$ cat src/rtl/fifo_wr_arbiter_pkg.sv
// Shared types and width helpers for the FIFO write arbiter.
package fifo_arb_pkg;

  typedef enum logic {
    ARB_IDLE  = 1'b0,
    ARB_GRANT = 1'b1
  } arb_state_e;

  function automatic int id_width(input int nreq);
    return (nreq > 1) ? $clog2(nreq) : 1;
  endfunction

  function automatic int cnt_width(input int max_burst);
    return $clog2(max_burst + 1);
  endfunction

endpackage

$ cat src/rtl/fifo_wr_arbiter_rr_pick.sv
// Round-robin picker: first valid requester at or after ptr_i, wrapping modulo NREQ.
module rr_pick
  import fifo_arb_pkg::*;
#(
  parameter int NREQ = 4,
  localparam int IDW = id_width(NREQ)
) (
  input  logic [NREQ-1:0] valid_i,
  input  logic [IDW-1:0]  ptr_i,
  output logic            found_o,
  output logic [IDW-1:0]  idx_o
);

  logic [NREQ-1:0] rot;
  logic [IDW-1:0]  off;
  logic [IDW:0]    sum;

  always_comb begin
    // rot[0] is the requester sitting at the pointer, so the lowest set bit wins
    for (int i = 0; i < NREQ; i++) begin
      int src;
      src = i + int'(ptr_i);
      if (src >= NREQ) src = src - NREQ;
      rot[i] = valid_i[src];
    end
    found_o = |rot;
    off = '0;
    for (int i = NREQ - 1; i >= 0; i--) begin
      if (rot[i]) off = IDW'(i);
    end
    sum = {1'b0, ptr_i} + {1'b0, off};
    if (sum >= (IDW + 1)'(NREQ)) sum = sum - (IDW + 1)'(NREQ);
    idx_o = sum[IDW-1:0];
  end

endmodule

$ cat src/rtl/fifo_wr_arbiter.sv
// Round-robin arbiter sharing one FIFO write port among NREQ valid/ready producers,
// with bounded bursts and full-flag back-pressure.
module fifo_wr_arbiter
  import fifo_arb_pkg::*;
#(
  parameter int NREQ      = 4,
  parameter int WIDTH     = 8,
  parameter int MAX_BURST = 4
) (
  input  logic                          clk,
  input  logic                          rst_n,
  input  logic [NREQ-1:0]               req_valid,
  input  logic [NREQ*WIDTH-1:0]         req_data,
  input  logic [NREQ-1:0]               req_last,
  output logic [NREQ-1:0]               req_ready,
  input  logic                          fifo_full,
  output logic                          fifo_w_en,
  output logic [WIDTH-1:0]              fifo_data_in,
  output logic [id_width(NREQ)-1:0]     grant_id,
  output logic                          busy
);

  localparam int IDW = id_width(NREQ);
  localparam int CW  = cnt_width(MAX_BURST);

  arb_state_e     state_q, state_d;
  logic [IDW-1:0] owner_q, owner_d;
  logic [IDW-1:0] ptr_q, ptr_d;
  logic [CW-1:0]  cnt_q, cnt_d;

  logic           pick_found;
  logic [IDW-1:0] pick_idx;
  logic           in_grant, own_valid, xfer, burst_done, release_now;
  logic [IDW-1:0] ptr_after_owner;
  logic [WIDTH-1:0] data_slice [NREQ];

  genvar gi;
  generate
    for (gi = 0; gi < NREQ; gi++) begin : g_slice
      assign data_slice[gi] = req_data[gi*WIDTH +: WIDTH];
    end
  endgenerate

  rr_pick #(.NREQ(NREQ)) u_pick (
    .valid_i (req_valid),
    .ptr_i   (ptr_q),
    .found_o (pick_found),
    .idx_o   (pick_idx)
  );

  always_comb begin
    in_grant   = (state_q == ARB_GRANT);
    own_valid  = req_valid[owner_q];
    xfer       = in_grant & own_valid & ~fifo_full;
    burst_done = (cnt_q == CW'(MAX_BURST - 1));
    // full alone never releases; an idle owner only releases when it could have sent
    release_now = in_grant & ((xfer & (req_last[owner_q] | burst_done)) | (~own_valid & ~fifo_full));
    ptr_after_owner = (owner_q == IDW'(NREQ - 1)) ? '0 : owner_q + 1'b1;

    req_ready = '0;
    if (in_grant && !fifo_full) req_ready[owner_q] = 1'b1;
    fifo_w_en    = xfer;
    fifo_data_in = in_grant ? data_slice[owner_q] : '0;

    state_d = state_q;
    owner_d = owner_q;
    ptr_d   = ptr_q;
    cnt_d   = cnt_q;
    case (state_q)
      ARB_IDLE: begin
        if (pick_found) begin
          state_d = ARB_GRANT;
          owner_d = pick_idx;
          cnt_d   = '0;
        end
      end
      ARB_GRANT: begin
        if (xfer) cnt_d = cnt_q + 1'b1;
        if (release_now) begin
          state_d = ARB_IDLE;
          ptr_d   = ptr_after_owner;
        end
      end
      default: state_d = ARB_IDLE;
    endcase
  end

  always_ff @(posedge clk) begin
    if (!rst_n) begin
      state_q <= ARB_IDLE;
      owner_q <= '0;
      ptr_q   <= '0;
      cnt_q   <= '0;
    end else begin
      state_q <= state_d;
      owner_q <= owner_d;
      ptr_q   <= ptr_d;
      cnt_q   <= cnt_d;
    end
  end

  assign busy     = (state_q == ARB_GRANT);
  assign grant_id = owner_q;

endmodule

$ cat config.mk
export PLATFORM = sky130hd
export DESIGN_NAME = fifo_wr_arbiter
export DESIGN_NICKNAME = d
export VERILOG_FILES = /design/src/rtl/fifo_wr_arbiter_pkg.sv /design/src/rtl/fifo_wr_arbiter_rr_pick.sv /design/src/rtl/fifo_wr_arbiter.sv
export SDC_FILE = /design/constraint.sdc
export NUM_CORES = 1
export LEC_CHECK = 0
export BUFFER_PORTS_ARGS = -buffer_cell sky130_fd_sc_hd__buf_2
export CORE_MARGIN = 3
export CORE_UTILIZATION = 25
export CTS_CLUSTER_DIAMETER = 30
export DETAILED_ROUTE_END_ITERATION = 8
export PLACE_DENSITY = 0.64
export SLEW_MARGIN = 15
export SYNTH_ARGS = -nofsm -noshare
export SYNTH_HDL_FRONTEND = slang
export SYNTH_SLANG_ARGS = --single-unit
$ cat constraint.sdc
create_clock -name clk -period 2 [get_ports clk]
set_clock_uncertainty 0.05 [all_clocks]
set_input_delay 0.2 -clock clk [delete_from_list [all_inputs] [get_ports clk]]
set_output_delay 0.2 -clock clk [all_outputs]
set_load 0.01 [all_outputs]
==> results.yml <==
run_status:
  status: "finished, final reports clean"
setup_path:
  setup.worst_path.start: "grant_id[0]$_SDFFE_PN0P_"
  path_max_fanout: 17
  r2r_cells: 6
  r2r_setup_slack_ns: 0.23
  cp-endpoint: "fifo_data_in[0]"
  path_class: "flip-flop to output pin"
  end_kind: "output pin"
  r2r-start: "ptr_q[0]$_SDFFE_PN0P_"
  crit_arrival_ns: 1.58
  critPathRequiredTime_ns: 1.75
  cp-start-kind: "flip-flop"
  timing.rr.end: "grant_id[1]$_SDFFE_PN0P_"
logic_synthesis:
  syn-instance-count: 96
  seq_area_frac_synth_pct: 18.2
  synth_edf_count: 0
  ys_warn_count: 0
  ys_seq_elements: 8
  syn_nets: 146
  syn-cell-area_sq_um: 878
  ys.flop_type: "dfxtp_1"
  synthArstFlopShare_pct: 0
  yosysTopAreaCell: "mux4_2"
  synth_cell_types: 32
  yosys-top-cells-area: "mux4_2 23%, dfxtp_1 18%, ha_1 10%, and2_1 8.5%, mux2i_1 5.7%"
  syn_area_per_cell_sq_um: 9.15
  synth_top_area_share_pct: 23.1
grt:
  globalRouteTotalUtil_pct: 12.6
  grt_first_pass_wirelength_mm: 4.15
  grt_max_degree: 18
  antenna_found_initial: 0
  grt_pass1_vias: 960
  overflow: 0
final_layout:
  stdcell_area_sq_um: 1250
  final_util_pct: 39.2
  syn_to_final_growth_pct: 42.9
  layout.nets: 207
  n_antenna_cell: 0
  final_cell_mix: "58 x buf_2, 12 x and2_1, 9 x mux4_2"
  drive_gt1_share_pct: 50.3
  final_common_cell: "buf_2"
  finalNonFillerCells: 199
timing:
  slew_headroom_pct: 67.7
  slew_violations: 0
  worst_hold_slack_ns: 0.185
  max_slew.worst_pin.slew_ns: 0.479
  period_share_pct: 91.7
  rsz0062_at_grt: "no"
  setup_tns_ns: 0
  setup_slack_ns: 0.165
  fin_crit_ns: 1.83
  setup_viol_count_final: 0
  hold_viol_final: 0
  fmax_mhz: 545
cts:
  cts_resized: 0
  cts_htree_levels: 1
  cts_buffers: 3
  path_clk_slew_ns: 0.05
  cts_tree: "done"
  clock-sinks: 8
  insertion_delay_ns: 0.25
  cts_buffer_depth: 2
  clock-root-buffer: "clkbuf_4"
  holdBufCountCts: 0
  cts_setup_buffers: 0
floorplanning:
  num_rows: 20
  core-area_sq_um: 3200
  dieArea_sq_um: 4260
  die_h_um: 65.3
  pin_count: 59
  die_width_um: 65.3
  start_util_pct: 27.4
routing:
  drt-total-wl_mm: 2.66
  via_per_inst: 4.97
  wl_per_cell_um: 13.4
  dr.pass1.iters: 4
  drc_errors: 0
  antenna_left: 0
  via_count: 989
  first_iter_violations: 9
power:
  ir_worst_vdd_v: 0.000138
  total_power_mw: 0.596
  leakage_nw: 0.594
  p_per_area_nw_per_um2: 475
place:
  gp_congestion: 0.805
  placed_cells: 196
  dpl_cell_area_sq_um: 1230
  dp_slack_ns: 0.233
  dp_hpwl_mm: 2.24
  port_buffers: 58
min_path:
  worstHoldStart: "rst_n"
  hold_path.class: "input port to flip-flop"
run:
  cap_violations: 0
[worst min-delay path by stage]
| stage | to | cells after the start |
|---|---|---|
| finish | cnt_q[2]$_SDFFE_PN0P_ | 2 |
| global route | cnt_q[2]$_SDFFE_PN0P_ | 2 |
| floorplan | cnt_q[2]$_SDFFE_PN0P_ | 1 |
| CTS | cnt_q[2]$_SDFFE_PN0P_ | 2 |
| detailed placement | cnt_q[1]$_SDFFE_PN0P_ | 2 |
| global placement | cnt_q[1]$_SDFFE_PN0P_ | 2 |
[worst max-delay path, cell delays in order, from the launching register on]
cell	delay [ns]
dfxtp_1	0.35
buf_12	0.17
mux4_2	0.51
and2_1	0.16
buf_2	0.13
[per-layer routing]
layer  track usage, %  vias to the layer above  wire, um
li1                 -                      473         -
met1             11.2                      455       875
met2             25.0                       59      1360
met3             5.64                        2       417
met4             3.11                        0         7
met5                0                        -         0
[Yosys cell counts, drive strengths merged (2+ instances only)]
library cell	number
a21oi	4
a31oi	2
and2	12
buf	4
dfxtp	8
ha	7
inv	6
mux2i	5
mux4	9
nand2	8
nand2b	2
nand3	2
nor2	5
nor2b	3
nor3	3
o21ai	3
or3	2
[sequential cells by signal, summed over array words and instances, names as in the netlist]
register / cells
cnt_q: 3
ptr_q: 2
busy: 1
grant_id: 2
[cell families (layout without fill, tap and decap cells)]
group                    Yosys count  count (layout)  synth area share, %
AO/OA/AOI/OAI                     14              14                 10.4
AND/OR/NAND/NOR                   42              42                 27.1
buffers and inverters             11              70                 5.55
flip-flops                         8               8                 18.2
adder cells (fa/ha/maj)            7               7                 9.97
multiplexers                      14              14                 28.8
[final cells by class]
| class | instances | area [sq um] |
|---|---|---|
| timing repair buffer | 61 | 325 |
| inverter | 6 | 22.5 |
| clock buffer | 3 | 22.5 |
| sequential | 8 | 160 |
| multi-input combinational | 77 | 669 |
| tap | 44 | 55.1 |
| fill | 338 | 1950 |
[power breakdown]
| group | total, mW | internal (mW) | switching [mW] |
|---|---|---|---|
| sequential | 0.184 | 0.171 | 0.0126 |
| combinational | 0.290 | 0.159 | 0.131 |
| clock | 0.122 | 0.0686 | 0.0537 |
| total | 0.596 | 0.399 | 0.198 |
No activity file was read; power rests on OpenSTA's default activity.
